==> src/rtl/uart_transmitter.sv <==
//------------------------------------------------------------------------------
// uart_transmitter
//   8N1 UART serializer with a valid/ready byte interface and a registered,
//   idle-high txd pin. Bit period DIV = clk_freq / baud_rate (DIV >= 2).
//   Reset (rst) is asynchronous, active-low; its release is synchronized
//   internally so the first accept can happen on the 2nd clk edge after
//   rst rises.
//   Optional feature: define UART_TX_PARITY_EN to insert a parity bit
//   (^byte XOR parity_odd) between the last data bit and the stop bit.
//------------------------------------------------------------------------------
`timescale 1ns/1ps

module uart_transmitter #(
    parameter int clk_freq   = 12000000,
    parameter int baud_rate  = 115200,
    parameter bit parity_odd = 1'b0
) (
    input  logic       clk,
    input  logic       rst,
    input  logic [7:0] data,
    input  logic       valid,
    output logic       ready,
    output logic       txd,
    output logic       done
);

    localparam int DIV   = clk_freq / baud_rate;
    localparam int CNT_W = $clog2(DIV);

    // Last cycle of a bit period, and the cycle before it (for the done pulse).
    localparam logic [CNT_W-1:0] CNT_LAST = CNT_W'(DIV - 1);
    localparam logic [CNT_W-1:0] CNT_PRE  = CNT_W'(DIV - 2);

    typedef enum logic [2:0] {
        S_IDLE,
        S_START,
        S_DATA,
`ifdef UART_TX_PARITY_EN
        S_PARITY,
`endif
        S_STOP
    } state_t;

    logic             r_rst_sync;
    state_t           r_state;
    logic [CNT_W-1:0] r_cnt;
    logic [2:0]       r_bit_idx;
    logic [7:0]       r_shift;
    logic             r_txd;
    logic             r_ready;
    logic             r_done;
    logic             w_bit_end;

`ifdef UART_TX_PARITY_EN
    logic             r_parity;
`else
    // parity_odd has no function without the parity bit; tie it off here.
    logic             w_unused_parity;
    assign w_unused_parity = parity_odd;
`endif

    assign w_bit_end = (r_cnt == CNT_LAST);

    // Reset release synchronizer: assertion passes straight through (txd goes
    // high without a clock), release is retimed to clk.
    // NOTE: async assertion / sync release keeps every state flop leaving
    // reset on the same edge, so the FSM cannot start in a torn state.
    always_ff @(posedge clk or negedge rst) begin
        if (!rst) begin
            r_rst_sync <= 1'b0;
        end else begin
            r_rst_sync <= 1'b1;
        end
    end

    // Frame sequencer: state, baud counter, bit index, shift register and all
    // registered outputs advance together.
    // NOTE: non-blocking assignments throughout, so every branch reads the
    // pre-edge values (e.g. r_shift[1] below is the bit about to shift into [0]).
    always_ff @(posedge clk or negedge r_rst_sync) begin
        if (!r_rst_sync) begin
            r_state   <= S_IDLE;
            r_cnt     <= '0;
            r_bit_idx <= '0;
            r_shift   <= '0;
            r_txd     <= 1'b1;
            r_ready   <= 1'b1;
            r_done    <= 1'b0;
`ifdef UART_TX_PARITY_EN
            r_parity  <= 1'b0;
`endif
        end else begin
            r_done <= 1'b0;
            case (r_state)
                S_IDLE: begin
                    r_txd     <= 1'b1;
                    r_ready   <= 1'b1;
                    r_cnt     <= '0;
                    r_bit_idx <= '0;
                    if (valid && r_ready) begin
                        r_shift <= data;
                        r_txd   <= 1'b0;
                        r_ready <= 1'b0;
                        r_state <= S_START;
`ifdef UART_TX_PARITY_EN
                        r_parity <= (^data) ^ parity_odd;
`endif
                    end
                end

                S_START: begin
                    if (w_bit_end) begin
                        r_cnt   <= '0;
                        r_txd   <= r_shift[0];
                        r_state <= S_DATA;
                    end else begin
                        r_cnt <= r_cnt + CNT_W'(1);
                    end
                end

                S_DATA: begin
                    if (w_bit_end) begin
                        r_cnt <= '0;
                        if (r_bit_idx == 3'd7) begin
                            r_bit_idx <= '0;
`ifdef UART_TX_PARITY_EN
                            r_txd     <= r_parity;
                            r_state   <= S_PARITY;
`else
                            r_txd     <= 1'b1;
                            r_state   <= S_STOP;
`endif
                        end else begin
                            r_bit_idx <= r_bit_idx + 3'd1;
                            r_shift   <= {1'b0, r_shift[7:1]};
                            r_txd     <= r_shift[1];
                        end
                    end else begin
                        r_cnt <= r_cnt + CNT_W'(1);
                    end
                end

`ifdef UART_TX_PARITY_EN
                S_PARITY: begin
                    if (w_bit_end) begin
                        r_cnt   <= '0;
                        r_txd   <= 1'b1;
                        r_state <= S_STOP;
                    end else begin
                        r_cnt <= r_cnt + CNT_W'(1);
                    end
                end
`endif

                S_STOP: begin
                    if (w_bit_end) begin
                        r_cnt   <= '0;
                        r_ready <= 1'b1;
                        r_state <= S_IDLE;
                    end else begin
                        r_cnt <= r_cnt + CNT_W'(1);
                        // Registered pulse lands on the final stop-bit cycle.
                        if (r_cnt == CNT_PRE) begin
                            r_done <= 1'b1;
                        end
                    end
                end

                default: begin
                    r_txd   <= 1'b1;
                    r_ready <= 1'b1;
                    r_state <= S_IDLE;
                end
            endcase
        end
    end

    assign txd   = r_txd;
    assign ready = r_ready;
    assign done  = r_done;

endmodule

==> config.mk <==
export PLATFORM = sky130hd
export DESIGN_NAME = uart_transmitter
export DESIGN_NICKNAME = d
export VERILOG_FILES = /design/src/rtl/uart_transmitter.sv
export SDC_FILE = /design/constraint.sdc
export NUM_CORES = 1
export LEC_CHECK = 0
export BUFFER_PORTS_ARGS = -buffer_cell sky130_fd_sc_hd__buf_4
export CORE_ASPECT_RATIO = 1.25
export CORE_MARGIN = 2
export CORE_UTILIZATION = 36
export CTS_CLUSTER_DIAMETER = 50
export DETAILED_ROUTE_END_ITERATION = 12
export PLACE_DENSITY = 0.65
export SYNTH_ARGS = -nofsm -noshare
export SYNTH_HDL_FRONTEND = slang
export SYNTH_SLANG_ARGS = --single-unit
==> constraint.sdc <==
create_clock -name clk -period 2.5 [get_ports clk]
set_clock_uncertainty 0.05 [all_clocks]
set_input_delay 0.125 -clock clk [delete_from_list [all_inputs] [get_ports clk]]
set_output_delay 0.125 -clock clk [all_outputs]
set_load 0.005 [all_outputs]
==> Word level (Yosys, flattened, before mapping) <==
Index checks and enable logic that the tools add are counted.
{ "word_totals": {"regBits": 25, "output_inout_bits": 3, "input_bits": 11, "elab_cells": 60} }
{ "classes": {"n_addsub": 2, "n_mux": 25, "n_bitwise": 2, "reduce_logical": 11, "eq_ne": 12} }
{ "ops": {"columns": ["op", "count"], "rows": [
  ["$mux 8", 3],
  ["$mux 3", 7],
  ["$pmux 8 s2", 1],
  ["$eq 7x7->1 const B", 2],
  ["$pmux 7 s2", 1],
  ["$ne 2x2->1 const B", 6],
  ["$pmux 3 s4", 1],
  ["$mux 1", 8],
  ["$add 7x1->7 const B", 1],
  ["$mux 7", 1],
  ["$eq 3x2->1 const B", 2],
  ["$pmux 3 s2", 1],
  ["$reduce_and 5->1", 1],
  ["$pmux 1 s4", 1],
  ["$reduce_and 2->1", 2],
  ["$reduce_and 4->1", 1],
  ["$reduce_bool 2->1", 2],
  ["$add 3x1->3 const B", 1],
  ["$eq 3x1->1 const B", 1],
  ["$eq 3x3->1 const B", 1],
  ["$logic_not 3->1", 1],
  ["$pmux 1 s3", 1],
  ["$reduce_and 3->1", 1],
  ["$reduce_or 3->1", 1],
  ["3 further kinds", 4]
]} }

==> Logic depth before layout (Yosys ltp) <==
{ "depth": {"word_depth": 4, "depth_mapped": 8, "mapped_depth_nobuf": 6} }

==> Least setup slack after synthesis <==
OpenSTA, ideal clock, no wires.
{ "synth_path": {"path_type": "reg2reg", "start": "register r_state[0]", "end": "register r_state[1]", "period_less_slack_ns": 1.964, "setup_ns": 0.125, "path_slack_ns": 0.536, "path_stages_with_launch": 8, "n_path_buf": 1, "required_ns": 2.325, "arrival_time_ns": 1.789, "path_cell_list": "dfrtp_1 > inv_1 > ha_1 > clkbuf_1 > inv_1 > and4_1 > o31ai_1 > mux2_2"} }
{ "synth_between": {"elab_chain_cells": 3, "elab_cells_between_ends": 11, "cone_classes": "8 x eq/ne; 1 x mux; 2 x reduce/logical"} }
{ "synth_lines": {"columns": ["item", "line_no", "source"], "rows": [
  ["from (decl)", "45", "state_t r_state;"],
  ["from (signal assigned)", "82", "r_state <= S_IDLE;"],
  ["from (signal assigned)", "104", "r_state <= S_START;"],
  ["from (signal assigned)", "115", "r_state <= S_DATA;"],
  ["$eq 3x2->1, or another cell as far along", "94", "case (r_state)"],
  ["$ne 2x2->1 (no source line)", null, null],
  ["$reduce_and 5->1 (no source line)", null, null]
]} }
Parallel ways exist; a longest one is shown, timed or not.
A chain may end at the register's enable or synchronous reset.

==> Worst setup path after layout <==
Same ends and word-level chain as after synthesis.

==> reports/qor.csv <==
stage;metric;value;unit
logic_synthesis;proportion of netlist area held by the largest area contributor;39.4;%
logic_synthesis;post-synthesis average cell area;10.5;µm²
detailed_routing;routed wire length on met3;135;µm
final_layout;Area Overhead vs Synth;13.3;%
critical_path;Worst Path Buf+Inv;2;
detailed_routing;length of routed met2 wiring;1480;µm
critical_path;arrival time reported for the critical path endpoint;2.16;ns
power;combinational group share of total power;45.0;%
cts;number of CTS-inserted buffers;3;
logic_synthesis;Compound-Gate Fraction of Synth Area;17.1;%
logic_synthesis;number of flip-flops and latches in the synthesized netlist;24;
power;power dissipated by switching net loads;0.000617;W
critical_path;CP endpoint kind;register;
logic_synthesis;list of most frequent post-synthesis cells;dfrtp_1, ha_1, nand2_1, o21ai_0;
sta;final worst path period need;2.05;ns
detailed_routing;starting DRC count in detailed routing;45;
sta;tightest slew margin relative to the limit;38.8;%
grt;wire length of the first global-routing pass;4660;µm
logic_synthesis;predominant post-synthesis flop cell;dfrtp_1;
grt;GRT Resource Usage Total;13.8;%
logic_synthesis;share of flip-flops with an asynchronous set or reset after synthesis;100;%
cts;number of gates given a new drive strength after cts;0;
detailed_routing;DR DRC count;0;
cts;clock transition time at the flip-flop clock pins of the worst setup and hold paths;0.08;ns
logic_synthesis;share of the yosys chip area belonging to registers;43.2;%
cts;maximum clock insertion buffer count;2;
power;power per cell area;1040;nW/µm²
job;count of max-cap constraint violations;0;
critical_path;critical path launch point type;register;
detailed_routing;Via-to-Cell Ratio;5.59;
detailed_routing;Avg WL per Cell;14.7;µm
detailed_routing;DR vias;1051;
die;CORE AREA;3750;µm²
sta;setup_tns;0;ns
detailed_routing;M1 wire length;1120;µm
logic_synthesis;cell taking the most area after synthesis;dfrtp_1;
sta;total count of hold-check failures in the final report;0;
logic_synthesis;area share of and/or/nand/nor cells after synthesis;18.1;%
detailed_routing;total iterations of the first detailed-routing run;5;
cts;Root Buffer Master;clkbuf_8;
logic_synthesis;post-synthesis share of cell area spent on xor and xnor gates;1.25;%
critical_path;most numerous cell on the critical path;inv_1;
sta;number of endpoints failing setup at the final stage;0;
logic_synthesis;leading post-synthesis cells by cell area;dfrtp_1, ha_1, mux2_2;
sta;fmax;487;MHz
placement;routability congestion estimate;0.772;
outcome;result of the run;completed;
sta;unrepaired setup endpoints after global routing;false;
final_layout;fraction of layout cells with a size suffix above 1;26.4;%
cts;clock insertion delay at the later pin of the skew report;0.27;ns
critical_path;largest driver fanout on the critical path;8;
detailed_routing;Detail Route Antenna Nets;0;
die;Die Width;59.7;µm
placement;Detail Placement HPWL;2120;µm
grt;number of global-route vias before repair;1109;
logic_synthesis;most used standard cell by instance count after synthesis;dfrtp_1;
cts;Post-CTS Hold Buffers;1;
logic_synthesis;synthesis warning total;0;
grt;Remaining Overflow, GRT;0;
final_layout;post-layout net count;170;
cts;Post CTS Setup Buffer Count;0;
logic_synthesis;fraction of synthesized area in multiplexers;6.89;%
placement;quantity of I/O buffers inserted on ports;13;
grt;number of antenna violations at the first check in global routing;0;
logic_synthesis;combinational family with the most area after synthesis;simple AND/OR/NAND/NOR gates;
cts;clock tree from TritonCTS;built;
detailed_routing;total wire length;2760;µm
final_layout;end-of-flow core utilization;42.2;%
die;site row count;25;
logic_synthesis;Syn Std Cell Area;1400;µm²
final_layout;ANT cells;0;
power;Static Leak;0.715;nW
power;proportion of power drawn by the clock network;16.2;%
critical_path;Critical Path Max Stage Delay;0.42;ns
critical_path;critical path's slowest cell;dfrtp_1;
detailed_routing;top routing layer in use;met4;
die;I/O pin count;14;
min_path;worst hold path class;in -> reg;
power;sequential share of power;38.7;%
critical_path;cells traversed along the worst timing path;inv_1, ha_1, inv_1, and4_1, o31ai_1, mux2_2;
die;die outline area;4400;µm²
logic_synthesis;EDFF count, synth;0;
power;proportion of total power due to net switching;37.6;%
sta;slew at the pin with the worst max-slew slack;0.919;ns
sta;count of final max-slew check failures;0;
cts;total number of clock tree sinks;24;
sta;final period utilization;82.1;%
critical_path;Top delay family on crit path;flip-flops;
logic_synthesis;net count of the mapped netlist;154;
logic_synthesis;cell count after synthesis;133;
critical_path;CP Data Required Time;2.61;ns
logic_synthesis;number of library cell types mapped by synthesis;43;
die;vertical die dimension;73.7;µm
cts;H-tree lvl count;1;
die;Initial Util;37.2;%
grt;maximum number of pins on one net before global-route repair;24;
power;internal power consumption;0.00102;W
power;VDD IR-drop max;0.343;mV
logic_synthesis;arithmetic-cell share of the synthesized area counting full adders, half adders and majority gates;8.95;%
critical_path;Setup CP Type;reg -> reg;
==> cell families after synthesis <==
| family | Yosys count |
|---|---|
| and+or+nand+nor | 45 |
| AOI/OAI and AO/OA | 31 |
| DFF | 24 |
| buffers and inverters | 11 |
| adders and majority gates | 10 |
| muxes | 9 |
| xor gates and xnor gates | 2 |
| other | 1 |
==> power groups by stage <==
| stage | sequential (W) | combinational (W) | clock [W] |
|---|---|---|---|
| after floorplan | 0.000611 | 0.000603 | 0 |
| after global placement | 0.000632 | 0.000722 | 0 |
| after detailed placement | 0.000642 | 0.000741 | 0 |
| after CTS | 0.000636 | 0.000742 | 0.000275 |
| after global routing | 0.000655 | 0.000827 | 0.000284 |
| final | 0.000635 | 0.000739 | 0.000267 |
==> through the flow <==
step	hold WS [ns]	cell area [µm²]	setup slack [ns]	std cells	power (W)
finish	0.0827	1580	0.446	188	0.00164
global route	0.0875	1580	0.259	188	0.00177
CTS	0.0811	1580	0.435	188	0.00165
detailed placement	-0.148	1520	0.431	183	0.00138
global placement	-0.149	1520	0.513	183	0.00135
floorplan	-0.221	1400	0.536	133	0.00121
==> area by class of cell <==
| class | count | area [µm²] |
|---|---|---|
| clock buffers | 4 | 55.1 |
| multi-input cells | 98 | 734 |
| well taps | 40 | 50.0 |
| flip-flops and latches | 24 | 603 |
| inverters | 7 | 26.3 |
| fillers | 370 | 2170 |
| repair buffers | 15 | 115 |
==> layout by cell type (no fill, tap or decap), types with 2 or more instances in the layout <==
| master | count |
|---|---|
| o21ai_0 | 8 |
| nor2_1 | 5 |
| o221ai_1 | 2 |
| nand4_1 | 2 |
| mux2_2 | 5 |
| o221a_2 | 4 |
| dfstp_2 | 2 |
| or3_1 | 2 |
| nor3_1 | 3 |
| ha_1 | 10 |
| nand3_1 | 7 |
| xnor2_1 | 2 |
| clkbuf_8 | 4 |
| inv_1 | 7 |
| nor2b_1 | 2 |
| nor3b_1 | 2 |
| dfrtp_1 | 22 |
| nand2_1 | 9 |
| nand2b_1 | 2 |
| buf_4 | 14 |
| a21oi_1 | 5 |
| or2_2 | 3 |
| and3_1 | 3 |
| mux2i_1 | 4 |
==> layer usage <==
metal | GRT usage, % | up-vias
met4 | 3.21 | 0
met3 | 3.70 | 4
met5 | 0 | -
li1 | - | 513
met2 | 25.4 | 24
met1 | 15.6 | 510
==> worst reg2reg max path: stages, from the launching register on <==
cell and delay (ns):
dfrtp_1 0.42, inv_1 0.12, ha_1 0.29, inv_1 0.16
and4_1 0.20, o31ai_1 0.33, mux2_2 0.38
==> flip-flops by register name (all words and copies together), names as in the netlist <==
signal	flops
r_rst_sync	1
r_shift	8
r_bit_idx	3
done	1
r_cnt	7
ready	1
txd	1
r_state	2
==> final timing paths <==
| check | cells after the start | from | endpoint | slack [ns] |
|---|---|---|---|---|
| worst max-delay path | 6 | r_state[0] | r_state[1] | 0.45 |
| worst min-delay path | 3 | data[1] | r_shift[1] | 0.08 |
| worst max register to register | 6 | r_state[0] | r_state[1] | 0.45 |
| worst min register to register | 0 | r_rst_sync | r_cnt[4] | 0.33 |
| max in group asynchronous | 0 | r_rst_sync | r_shift[5] | 1.50 |
| min in group asynchronous | 2 | rst | r_rst_sync | 0.10 |
(Power assumes the default switching activity.)
